===== config.mk =====
export PLATFORM = sky130hd
export DESIGN_NAME = lsu_mem_ctrl
export DESIGN_NICKNAME = d
export VERILOG_FILES = /design/src/rtl/lsu_pkg.sv /design/src/rtl/lsu_mem_ctrl_lane_fmt.sv /design/src/rtl/lsu_mem_ctrl.sv
export SDC_FILE = /design/constraint.sdc
export NUM_CORES = 1
export LEC_CHECK = 0
export CORE_ASPECT_RATIO = 1.1
export CORE_UTILIZATION = 45
export CTS_CLUSTER_SIZE = 14
export DETAILED_ROUTE_END_ITERATION = 7
export PLACE_DENSITY = 0.95
export REMOVE_ABC_BUFFERS = 1
export SLEW_MARGIN = 15
export SYNTH_ARGS = -nofsm -noshare
export SYNTH_HDL_FRONTEND = slang
export SYNTH_SLANG_ARGS = --single-unit

===== constraint.sdc =====
create_clock -name clock -period 5.7 [get_ports clock]
set_input_delay 1.425 -clock clock [delete_from_list [all_inputs] [get_ports clock]]
set_output_delay 1.425 -clock clock [all_outputs]
set_load 0.02 [all_outputs]

===== src/rtl/lsu_pkg.sv =====
// Shared encodings and helpers for the load/store unit memory controller.
package lsu_pkg;

    // Access size encodings carried on req_size
    localparam logic [1:0] SIZE_BYTE = 2'd0;
    localparam logic [1:0] SIZE_HALF = 2'd1;
    localparam logic [1:0] SIZE_WORD = 2'd2;
    localparam logic [1:0] SIZE_RSVD = 2'd3;

    // Controller sequencing: one memory strobe cycle, one capture cycle, then hold the response
    typedef enum logic [1:0] {
        ST_IDLE    = 2'd0,
        ST_ACCESS  = 2'd1,
        ST_CAPTURE = 2'd2,
        ST_RESP    = 2'd3
    } lsu_state_t;

    // Byte enables for an access of the given size at byte offset off within the word
    function automatic logic [3:0] lane_mask(input logic [1:0] size, input logic [1:0] off);
        logic [3:0] m;
        case (size)
            SIZE_BYTE: m = 4'b0001 << off;
            SIZE_HALF: m = 4'b0011 << off;
            default:   m = 4'hF;
        endcase
        return m;
    endfunction

    // Reserved size or a half/word that is not naturally aligned
    function automatic logic access_err(input logic [1:0] size, input logic [1:0] off);
        logic e;
        case (size)
            SIZE_HALF: e = off[0];
            SIZE_WORD: e = (off != 2'b00);
            SIZE_RSVD: e = 1'b1;
            default:   e = 1'b0;
        endcase
        return e;
    endfunction

endpackage


===== src/rtl/lsu_mem_ctrl_lane_fmt.sv =====
// Combinational lane steering: places store data/enables on byte lanes and
// extracts plus extends load data from the raw memory word.
module lsu_lane_fmt
    import lsu_pkg::*;
(
    input  logic [1:0]  size,
    input  logic        is_unsigned,
    input  logic [1:0]  off,
    input  logic [31:0] wdata,
    input  logic [31:0] rdata,
    output logic [31:0] lane_wdata,
    output logic [3:0]  lane_be,
    output logic [31:0] load_data
);

    logic [31:0] rdata_sh;

    // Sign- or zero-extend a byte to a full word
    function automatic logic [31:0] ext_byte(input logic [7:0] b, input logic uns);
        logic signed [7:0] sb;
        sb = b;
        return uns ? {24'd0, b} : 32'(sb);
    endfunction

    // Sign- or zero-extend a halfword to a full word
    function automatic logic [31:0] ext_half(input logic [15:0] h, input logic uns);
        logic signed [15:0] sh;
        sh = h;
        return uns ? {16'd0, h} : 32'(sh);
    endfunction

    assign lane_wdata = wdata << {off, 3'b000};
    assign lane_be    = lane_mask(size, off);
    assign rdata_sh   = rdata >> {off, 3'b000};

    // Select and extend the addressed bytes of the returned word
    always_comb begin
        load_data = rdata_sh;
        case (size)
            SIZE_BYTE: load_data = ext_byte(rdata_sh[7:0], is_unsigned);
            SIZE_HALF: load_data = ext_half(rdata_sh[15:0], is_unsigned);
            default:   load_data = rdata_sh;
        endcase
    end

endmodule


===== src/rtl/lsu_mem_ctrl.sv =====
// Single-outstanding load/store controller between a core request/response
// handshake and a one-cycle-latency word memory.
module lsu_mem_ctrl
    import lsu_pkg::*;
#(
    parameter int ADDR_W = 32,
    parameter int DATA_W = 32
) (
    input  logic              clock,
    input  logic              reset,
    input  logic              req_valid,
    output logic              req_ready,
    input  logic              req_write,
    input  logic [1:0]        req_size,
    input  logic              req_unsigned,
    input  logic [ADDR_W-1:0] req_addr,
    input  logic [DATA_W-1:0] req_wdata,
    output logic              resp_valid,
    input  logic              resp_ready,
    output logic [DATA_W-1:0] resp_rdata,
    output logic              resp_err,
    output logic              mem_valid,
    output logic              mem_write_enable,
    output logic [ADDR_W-1:0] mem_write_addr,
    output logic [ADDR_W-1:0] mem_read_addr,
    output logic [DATA_W-1:0] mem_write_data,
    output logic [3:0]        mem_write_mask,
    input  logic [DATA_W-1:0] mem_read_data
);

    lsu_state_t        state;
    lsu_state_t        state_nxt;
    logic              accept;

    logic              write_p0;
    logic [1:0]        size_p0;
    logic              uns_p0;
    logic [ADDR_W-1:0] addr_p0;
    logic [DATA_W-1:0] wdata_p0;

    logic [DATA_W-1:0] rdata_p1;
    logic              err_p1;
    logic [DATA_W-1:0] load_data;

    assign accept = req_valid & req_ready;

    // State register; reset aborts any access in flight
    always_ff @(posedge clock or negedge reset) begin
        if (!reset) state <= ST_IDLE;
        else        state <= state_nxt;
    end

    // Next-state: bad accesses skip the memory and answer immediately
    always_comb begin
        state_nxt = state;
        case (state)
            ST_IDLE:    if (req_valid)
                            state_nxt = access_err(req_size, req_addr[1:0]) ? ST_RESP : ST_ACCESS;
            ST_ACCESS:  state_nxt = ST_CAPTURE;
            ST_CAPTURE: state_nxt = ST_RESP;
            ST_RESP:    if (resp_ready) state_nxt = ST_IDLE;
            default:    state_nxt = ST_IDLE;
        endcase
    end

    // Outputs decoded purely from state so reset clears them at once
    always_comb begin
        req_ready        = (state == ST_IDLE);
        mem_valid        = (state == ST_ACCESS);
        mem_write_enable = (state == ST_ACCESS) & write_p0;
        resp_valid       = (state == ST_RESP);
    end

    // Stage p0: request fields captured at accept, frozen while busy
    always_ff @(posedge clock) begin
        if (accept) begin
            write_p0 <= req_write;
            size_p0  <= req_size;
            uns_p0   <= req_unsigned;
            addr_p0  <= req_addr;
            wdata_p0 <= req_wdata;
        end
    end

    assign mem_write_addr = {addr_p0[ADDR_W-1:2], 2'b00};
    assign mem_read_addr  = {addr_p0[ADDR_W-1:2], 2'b00};

    lsu_lane_fmt u_lane_fmt (
        .size        (size_p0),
        .is_unsigned (uns_p0),
        .off         (addr_p0[1:0]),
        .wdata       (wdata_p0),
        .rdata       (mem_read_data),
        .lane_wdata  (mem_write_data),
        .lane_be     (mem_write_mask),
        .load_data   (load_data)
    );

    // Stage p1: response word/flag, cleared at accept, loaded in CAPTURE
    always_ff @(posedge clock or negedge reset) begin
        if (!reset) begin
            rdata_p1 <= '0;
            err_p1   <= 1'b0;
        end else if (accept) begin
            rdata_p1 <= '0;
            err_p1   <= access_err(req_size, req_addr[1:0]);
        end else if (state == ST_CAPTURE) begin
            rdata_p1 <= write_p0 ? '0 : load_data;
        end
    end

    assign resp_rdata = rdata_p1;
    assign resp_err   = err_p1;

endmodule

Word level (Yosys, flattened, before mapping)
Index checks and enable logic that the tools add are counted.
- register bits after elaboration: 103
- word-level logic and storage cells: 42
- eq/ne operators: 9
- shifts and indexed selects: 4
- muxes and demuxes: 14
- bitwise logic cells: 2
- reduce and logical (&&, ||, !) cells: 5
- operators with widths (kind ; count):
    $mux W32 ; 5
    $pmux W32 S2 ; 1
    $shl A32 B5 Y32 ; 1
    $shr A32 B5 Y32 ; 1
    $eq A2 B2 Y1 const B ; 4
    $pmux W2 S4 ; 1
    $pmux W4 S2 ; 1
    $eq A2 B1 Y1 const B ; 3
    $mux W2 ; 3
    $logic_not A2 Y1 ; 2
    $reduce_bool A2 Y1 ; 2
    $shl A1 B2 Y4 const A ; 1
    $shl A2 B2 Y4 const A ; 1
    $pmux W1 S3 ; 1
    $and A1 B1 Y1 ; 2
    $mux W1 ; 2
    $ne A2 B1 Y1 const B ; 1
    $ne A2 B2 Y1 const B ; 1
    $reduce_and A2 Y1 ; 1

Depth between registers and ports, before layout
Gate-level depths: netlist of run 1.
- depth after elaboration: 7
- mapped depth: 7
- mapped depth without buffers: 6

By module
A second synthesis of run 1 with hierarchy kept.
- cell total of the unflattened synthesis: 510
- area total of the unflattened synthesis: 5751.8 um^2
- modules (own cells, without submodules) (module ; times used ; cells an instance ; area each (um^2)):
    lsu_mem_ctrl ; 1 ; 300 ; 4307.9
    lsu_lane_fmt ; 1 ; 210 ; 1443.9

Least setup slack after synthesis of run 1
OpenSTA, ideal clock, no wires.
- path type: input to register
- from: input req_valid
- to: register state[1]
- arrival: 3.220 ns
- setup slack: 2.358 ns
- stages: 4
- path through: nand2_2 -> inv_1 -> a21oi_1 -> o22a_1
- longest elaborated chain between the ends: 2
- RTL lines (element ; RTL line ; source):
    start, declared ; lsu_mem_ctrl.sv:11 ; input logic req_valid,
    $ne A2 B2 Y1 (no line) ; n/a ;
    $reduce_and A2 Y1 (no line) ; n/a ;
    end signal, assigned ; lsu_mem_ctrl.sv:50 ; else state <= state_nxt;
    end, declared ; lsu_mem_ctrl.sv:31 ; lsu_state_t state;
Every way passes these cells.
A chain may end at the register's enable or synchronous reset.

Worst setup path in the final report of run 1
- from: register addr_p0[1]
- to: output mem_write_data[20]
- longest elaborated chain between the ends: 1
- RTL lines (element ; RTL line ; source):
    start, declared ; lsu_mem_ctrl.sv:38 ; logic [ADDR_W-1:0] addr_p0;
    start signal, assigned ; lsu_mem_ctrl.sv:80 ; addr_p0 <= req_addr;
    $shl A32 B5 Y32 ; lsu_mem_ctrl_lane_fmt.sv:32 ; assign lane_wdata = wdata << {off, 3'b000};
    end, declared ; lsu_mem_ctrl.sv:26 ; output logic [DATA_W-1:0] mem_write_data,
Every way passes these cells.

==> impl_metrics.ini, run 1 <==
[status]
status = finished, final reports clean

[global_route]
grt_pass1_wl_um = 22500
overflow = 0
grt_pass1_vias = 4188
grt_start_max_net_pins = 71
grt_use_total = 0.267
antenna_found_initial = 3

[drt]
route.vias.total = 4017
routed.top_layer = met5
antenna_left = 0
drtIter0Drc = 253
route.met2.wl_um = 7550
wl_per_cell_um = 20.8
wl_met3_um = 1350
post-route-drc-count = 0
viasPerCell = 5.45
m1WireLength_um = 5890
first_pass_iters = 5
routed_wl_um = 15300

[setup_path]
crit_type = reg2out
start_kind = flop
end_kind = output port
crit_path_max_incr_delay_ns = 0.69
reg2reg_slack_ns = 3.15
critPathArrivalTime_ns = 2.63
path_buf_inv = 2
critPathSlowestCell = clkdlybuf4s50_1
crit_fanout = 70
crit_family = buffers and inverters
cp.required_ns = 4.28
crit_chain = buf_4 -> mux2i_1 -> o21ai_0 -> clkdlybuf4s50_1

[timing]
hold_viol = 0
min_period_ns = 4.05
finalSetupViolCount = 0
relSlewSlack = 0.312
skew_ns = 0.00760
min_period_over_period = 0.711
tightest_slew_ns = 1.03
rsz0062_at_grt = false
tns_ns = 0
fmax_ghz = 0.247
drv_slew = 0

[synth]
synth-seq-cells = 103
syn_avg_cell_area_um2 = 12.2
yosys-top-cells-area = edfxtp_1, dfrtp_1, buf_4, mux2i_1, a221o_1
yosysWarnings = 0
syn_area_um2 = 5070
ys_seq_area_frac = 0.575
netlist-cell-type-count = 39
synth.top_cell.area_share = 0.403
syn-instance-count = 417
netlist.top_cell.by_area = edfxtp_1

[cts]
postCtsSetupBuffers = 0
cts.sinks = 103
cts_tree = done
cts-buffers-inserted = 9
root_buffer = clkbuf_16
clk_pin_slew_ns = 0.07
cts_max_path_buffers = 2
ctsResizeCount = 0
hold_buffers = 0
cts_max_level = 3
insertion_delay_ns = 0.35

[finish]
drive_gt1_frac = 0.0679
layout_commonest_cell = clkdlybuf4s50_1
area_delta_synth_final_pct = 44.7
nets = 692
final_util = 0.670
layout_common_cells = clkdlybuf4s50_1, edfxtp_1, dfrtp_1, mux2i_1, o21ai_0

[min_path]
hp-class = reg2reg

[power_and_ir_drop]
p_leak_nw = 2.81
max-vdd-ir-drop_v = 0.000202
power_density_nw_per_um2 = 391

[floorplan]
rows = 40
io_pins = 241
core_area_um2 = 11000
initial_core_util = 0.463
fp.dieArea_um2 = 11700
die_w_um = 103
die_h_um = 113

[place]
finalWeightedCongestion = 0.813
port_buffers = 236
hpwl_um = 11200

[job]
cap_viol_max_count = 0
-- through the flow --
| step | cells | setup slack (ns) | power (mW) | instance area (um^2) | hold WS [ns] |
|---|---|---|---|---|---|
| 6_report | 737 | 1.65 | 2.87 | 7340 | 0.485 |
| 5_1_grt | 736 | 1.56 | 3.01 | 7340 | 0.523 |
| 2_1_floorplan | 332 | 1.87 | 1.68 | 4480 | 0.528 |
| 4_1_cts | 736 | 1.64 | 2.88 | 7340 | 0.487 |
| 3_5_place_dp | 720 | 2.03 | 2.29 | 7060 | 0.471 |
| 3_3_place_gp | 720 | 2.12 | 2.24 | 7060 | 0.466 |
-- layer usage --
layer / vias to the layer above / global-route usage
li1: 1773 / -
met1: 1953 / 0.318
met2: 247 / 0.444
met3: 38 / 0.0784
met4: 6 / 0.119
met5: - / 0
-- synthesized netlist by cell type, drive strengths merged --
library cell	n
a211oi	8
a21oi	27
a221o	16
a22o	1
and2	9
and2b	1
and3	1
and3b	1
buf	78
clkbuf	10
conb	1
dfrtp	35
edfxtp	68
ha	4
inv	4
mux2	8
mux2i	32
mux4	1
nand2	26
nand2b	2
nand3b	9
nor2	19
nor2b	9
nor3	1
nor3b	2
o211a	1
o21a	1
o21ai	32
o21bai	1
o22a	1
o22ai	3
o32a	1
or2	3
xnor2	1
-- cells by family after synthesis --
group / share of synthesized area
buffers and inverters: 0.123
other: 0.000739
flip-flops: 0.575
XOR/XNOR: 0.00173
adder cells (fa/ha/maj): 0.00987
multiplexers: 0.0853
AO/OA/AOI/OAI: 0.117
AND/OR/NAND/NOR: 0.0871
-- power by group --
group	internal, mW	switching [mW]
combinational	0.546	0.646
clock	0.301	0.285
sequential	0.986	0.106
-- worst register-to-register path, cell delays in order (launching register included) --
cell,delay [ns]
dfrtp_1,0.41
inv_1,0.10
ha_1,0.30
nand2_2,0.13
nand3b_1,0.49
nor3b_2,0.80
a221o_1,0.27
-- layout make-up --
class,count,area [um^2]
Sequential cell,103,2920
Fill cell,767,3620
Clock inverter,7,55.1
Timing Repair Buffer,241,2390
Tap cell,147,184
Clock buffer,9,225
Inverter,4,15.0
Antenna cell,1,2.50
Multi-Input combinational cell,225,1550
-- worst paths after layout --
path	to	cells after the start	startpoint
min in group asynchronous	state[0]	1	reset
max in group asynchronous	resp_rdata[27]	1	reset
hold / removal	resp_rdata[5]	2	resp_rdata[5]
hold reg to reg	resp_rdata[5]	2	resp_rdata[5]
setup reg to reg	resp_rdata[18]	6	state[0]
setup / recovery	mem_write_data[20]	4	addr_p0[1]
-- sequential cells by signal, summed over array words and instances, names as in the netlist --
| name | count |
|---|---|
| addr_p0 | 32 |
| uns_p0 | 1 |
| state | 2 |
| resp_err | 1 |
| wdata_p0 | 32 |
| resp_rdata | 32 |
| write_p0 | 1 |
| size_p0 | 2 |
Power figures use the tool's default switching activity.
==> run 2: changes to the inputs <==
Settings changed: CORE_UTILIZATION 45 to 41, PLACE_DENSITY 0.95 to 0.89.
Clock period 5.7 ns to 3.95 ns, I/O delays scaled along.
==> run 2 against run 1 <==
Cell area increased by 0.84%. Power increased by 45%. Combinational power increased by 45%. Core utilization decreased by 5.5 points. Highest routed layer is now met4. Wire length decreased by 3.1%. Largest power group unchanged. Worst hold slack improved by 0.0043 ns.
==> impl_metrics.ini, run 2 (synthesis gave the netlist of run 1 again) <==
[status]
status = finished, final reports clean

[power_and_ir_drop]
clkPwrFrac = 0.207
net-switching-power_mw = 1.51
sw_frac_of_total = 0.361
power_density_nw_per_um2 = 564
p_leak_nw = 2.83
p_int_mw = 2.67
p_comb_frac = 0.415
p_seq_frac = 0.377
max-vdd-ir-drop_v = 0.000293

[timing]
drv_slew = 0
hold_viol = 0
fmax_ghz = 0.305
tns_ns = 0
relSlewSlack = 0.475
min_period_ns = 3.28
min_period_over_period = 0.831
finalSetupViolCount = 0
finalWorstSetupSlack_ns = 0.667
rsz0062_at_grt = false
tightest_slew_ns = 0.787
skew_ns = 0.00733

[job]
cap_viol_max_count = 0

[place]
port_buffers = 236
placed_cells = 728
hpwl_um = 10800
placed_cell_area_um2 = 7110
finalWeightedCongestion = 0.821
pre_cts_ws_ns = 1.04

[drt]
routed_wl_um = 14900
antenna_left = 0
route.vias.total = 3928
post-route-drc-count = 0
first_pass_iters = 5
drtIter0Drc = 247
wl_per_cell_um = 20.0
viasPerCell = 5.27

[floorplan]
rows = 42
initial_core_util = 0.422
io_pins = 241
core_area_um2 = 12000
die_w_um = 108
fp.dieArea_um2 = 12800
die_h_um = 119

[finish]
layout_commonest_cell = clkdlybuf4s50_1
drive_gt1_frac = 0.0695
nets = 693
final_util = 0.615
multi_input_area_um2 = 1550
area_delta_synth_final_pct = 45.9
final_cells = 745
fillers = 916
layout_common_cells = clkdlybuf4s50_1, edfxtp_1, dfrtp_1, mux2i_1, o21ai_0
postLayoutCellArea_um2 = 7400
seqCellArea_um2 = 2920

[cts]
insertion_delay_ns = 0.34
ctsResizeCount = 0
cts-buffers-inserted = 9
cts_max_path_buffers = 2
cts_max_level = 3
hold_buffers = 0
root_buffer = clkbuf_16
clk_pin_slew_ns = 0.07
cts.sinks = 103
cts_tree = done
postCtsSetupBuffers = 0

[setup_path]
crit_fanout = 70
crit_chain = buf_12 -> and2b_1 -> nand2_1 -> o21ai_0 -> clkdlybuf4s50_1
critPathArrivalTime_ns = 2.30
crit_type = reg2out
cp.required_ns = 2.96
end_kind = output port
start_kind = flop
crit_path_max_incr_delay_ns = 0.65
critPathSlowestCell = clkdlybuf4s50_1

[global_route]
grt_start_max_net_pins = 73
grt_use_total = 0.236
grt_pass1_vias = 4046
antenna_found_initial = 0
grt_pass1_wl_um = 22400
overflow = 0

[min_path]
hp-class = reg2reg
## run 2: path summary, 6_finish.rpt
path,depth (start not counted),slack (ns),from,endpoint
worst max-delay path,5,0.67,addr_p0[1],mem_write_data[21]
worst min-delay path,2,0.49,resp_rdata[3],resp_rdata[3]
worst max register to register,7,1.81,state[0],resp_rdata[19]
worst min register to register,2,0.49,resp_rdata[3],resp_rdata[3]
max in group asynchronous,1,2.72,reset,resp_rdata[18]
min in group asynchronous,1,0.72,reset,resp_rdata[24]
## run 2: power by group through the flow
stage	clock network, mW	registers (mW)	logic, mW
floorplan	0	1.85	0.576
global placement	0	1.59	1.70
detailed placement	0	1.59	1.73
CTS	0.880	1.57	1.74
global route	0.921	1.60	1.85
finish	0.865	1.57	1.73
## run 2: stage by stage
stage	hold slack, ns	power [mW]
after floorplan	0.528	2.42
after global placement	0.468	3.29
after detailed placement	0.479	3.32
after CTS	0.497	4.20
after global routing	0.528	4.37
final	0.490	4.17
## run 2: area by class of cell
| class | instances | area share |
|---|---|---|
| Sequential cell | 103 | 0.394 |
| Timing Repair Buffer | 242 | 0.330 |
| Multi-Input combinational cell | 225 | 0.209 |
| Clock buffer | 9 | 0.0304 |
| Tap cell | 154 | 0.0260 |
| Clock inverter | 7 | 0.00845 |
| Inverter | 4 | 0.00203 |
| Antenna cell | 1 | 0.000338 |
## run 2: worst max-delay path: cells and delay by family, from the launching register on
kind / cells / cell delay [ns]
buffers and inverters: 2 / 0.90
and+or+nand+nor: 2 / 0.49
DFF: 1 / 0.44
AOI/OAI and AO/OA: 1 / 0.11
## run 2: metal layers
layer	global-route usage	vias to the layer above	part of all wire
met3	0.0629	14	0.095
met2	0.390	240	0.49
met5	0	-	0
met4	0.0676	0	0.012
li1	-	1788	-
met1	0.300	1886	0.41
==> run 3: changes to the inputs <==
Settings changed: CORE_UTILIZATION 41 to 37, PLACE_DENSITY 0.89 to 0.86.
Clock period 3.95 ns to 2.88 ns, I/O delays scaled along.
==> run 3 against run 2 <==
Clock skew up 0.0031 ns. Via count down 0.81%. Flip-flop and latch count unchanged. Sequential power up 37%. Critical path depth down 1. Cell area up 1.0%. Cell count up 4.7%. Register-to-register slack worse by 1.2 ns. Clock power up 38%. Largest power group unchanged. Highest routed layer is now met5.
==> impl_metrics.ini, run 3 (synthesis gave the netlist of run 1 again) <==
[floorplan]
io_pins = 241
die_w_um = 114
die_h_um = 125
fp.dieArea_um2 = 14200
rows = 44
initial_core_util = 0.382
core_area_um2 = 13300

[place]
finalWeightedCongestion = 0.783
hpwl_um = 10600
placed_cells = 763
pre_cts_ws_ns = 0.248
port_buffers = 236

[power_and_ir_drop]
p_leak_nw = 2.89
max-vdd-ir-drop_v = 0.000350
clkPwrFrac = 0.208
power_density_nw_per_um2 = 765
p_int_mw = 3.66
p_comb_frac = 0.417
sw_frac_of_total = 0.360
p_seq_frac = 0.375
net-switching-power_mw = 2.06

[finish]
final_cells = 780
num_antenna_cells = 0
nets = 699
area_delta_synth_final_pct = 47.4
drive_gt1_frac = 0.0822
layout_common_cells = clkdlybuf4s50_1, edfxtp_1, dfrtp_1, mux2i_1, o21ai_0
layout_commonest_cell = clkdlybuf4s50_1

[global_route]
grt_start_max_net_pins = 51
overflow = 0
grt_pass1_vias = 4125
antenna_found_initial = 3
grt_use_total = 0.204
grt_pass1_wl_um = 22000

[timing]
min_period_ns = 2.79
hold_viol = 0
relSlewSlack = 0.466
drv_slew = 0
finalWorstSetupSlack_ns = 0.0888
holdWs_ns = 0.464
finalSetupViolCount = 0
min_period_over_period = 0.969
skew_ns = 0.0104
rsz0062_at_grt = true
fmax_ghz = 0.358
tightest_slew_ns = 0.800

[setup_path]
crit_fanout = 10
rr_worst_depth = 6
reg2reg_to = resp_rdata[18]
cp.required_ns = 2.16
start_kind = flop
reg2reg_slack_ns = 0.65
rr_startpoint = addr_p0[1]
end_kind = output port
crit_type = reg2out
critPathArrivalTime_ns = 2.07

[cts]
clk_pin_slew_ns = 0.07
root_buffer = clkbuf_16
cts-buffers-inserted = 9
cts.sinks = 103
cts_max_level = 3
cts_tree = done
insertion_delay_ns = 0.35
cts_max_path_buffers = 2

[drt]
first_pass_iters = 5
drtIter0Drc = 260
routed.top_layer = met5
route.vias.total = 3896
wl_met3_um = 1410
routed_wl_um = 14400
viasPerCell = 4.99
m1WireLength_um = 5590
wl_per_cell_um = 18.5
post-route-drc-count = 0
antenna_left = 0
route.met2.wl_um = 7160

[job]
cap_viol_max_count = 0

[status]
status = finished, final reports clean

[min_path]
hp-class = in2async
## run 3: cell types whose count changed in the layout (fill, tap and decap cells not counted), moves of 2 or more
cell	change
buf_4	+6
buf_6	+2
clkdlybuf4s50_1	-4
dlymetal6s2s_1	+4
buf_12	-2
## run 3: area by class of cell
cell class,count,area [um^2]
Fill cell,1075,5790
Sequential cell,103,2920
Timing Repair Buffer,248,2480
Multi-Input combinational cell,225,1550
Tap cell,184,230
Clock buffer,9,225
Clock inverter,7,61.3
Inverter,4,15.0
## run 3: worst max path at each step
| stage | start | endpoint | slack (ns) | cells after the start |
|---|---|---|---|---|
| 6_report | addr_p0[1] | mem_write_data[21] | 0.09 | 4 |
| 3_5_place_dp | addr_p0[1] | mem_write_data[21] | 0.25 | 4 |
| 2_1_floorplan | addr_p0[0] | mem_write_mask[0] | -0.25 | 2 |
| 4_1_cts | addr_p0[1] | mem_write_data[19] | 0.03 | 4 |
| 3_3_place_gp | addr_p0[1] | mem_write_data[20] | 0.28 | 4 |
| 5_1_grt | addr_p0[1] | mem_write_data[26] | -0.01 | 5 |
## run 3: per-stage QoR
step	utilization	total power, mW	TNS [ns]	area [um^2]
after global routing	0.564	6.00	-0.0143	7480
after global placement	0.540	4.48	0	7160
after CTS	0.562	5.77	0	7460
final	0.564	5.72	0	7480
after detailed placement	0.540	4.55	0	7160
after floorplan	-	3.32	-3.73	4480
## run 3: what timing repair did
action                                  4_1_cts  5_1_grt
hold buffers                                  0        0
resized for setup                             3        6
endpoints found under the setup margin       19       12
buffers inserted                              1        0
pin swaps                                     0        0
endpoints found under the hold margin         0        0
## run 3: worst max-delay path, stage by stage, from the launching register on
cell and delay, ns:
edfxtp_1 0.50, buf_4 0.23, mux2i_1 0.14, o21ai_0 0.18, clkdlybuf4s50_1 0.68
## run 3: layer usage
layer  GRT usage  vias up
met5           0        -
met4      0.0689        6
met3      0.0706       23
met2       0.350      209
met1       0.236     1874
li1            -     1784
## run 3: power by group through the flow
stage                     registers (mW)  logic (mW)  clock network, mW
final                               2.15        2.39               1.19
after CTS                           2.14        2.40               1.23
after detailed placement            2.17        2.38                  0
after floorplan                     2.53       0.790                  0
after global placement              2.16        2.32                  0
after global routing                2.18        2.54               1.28
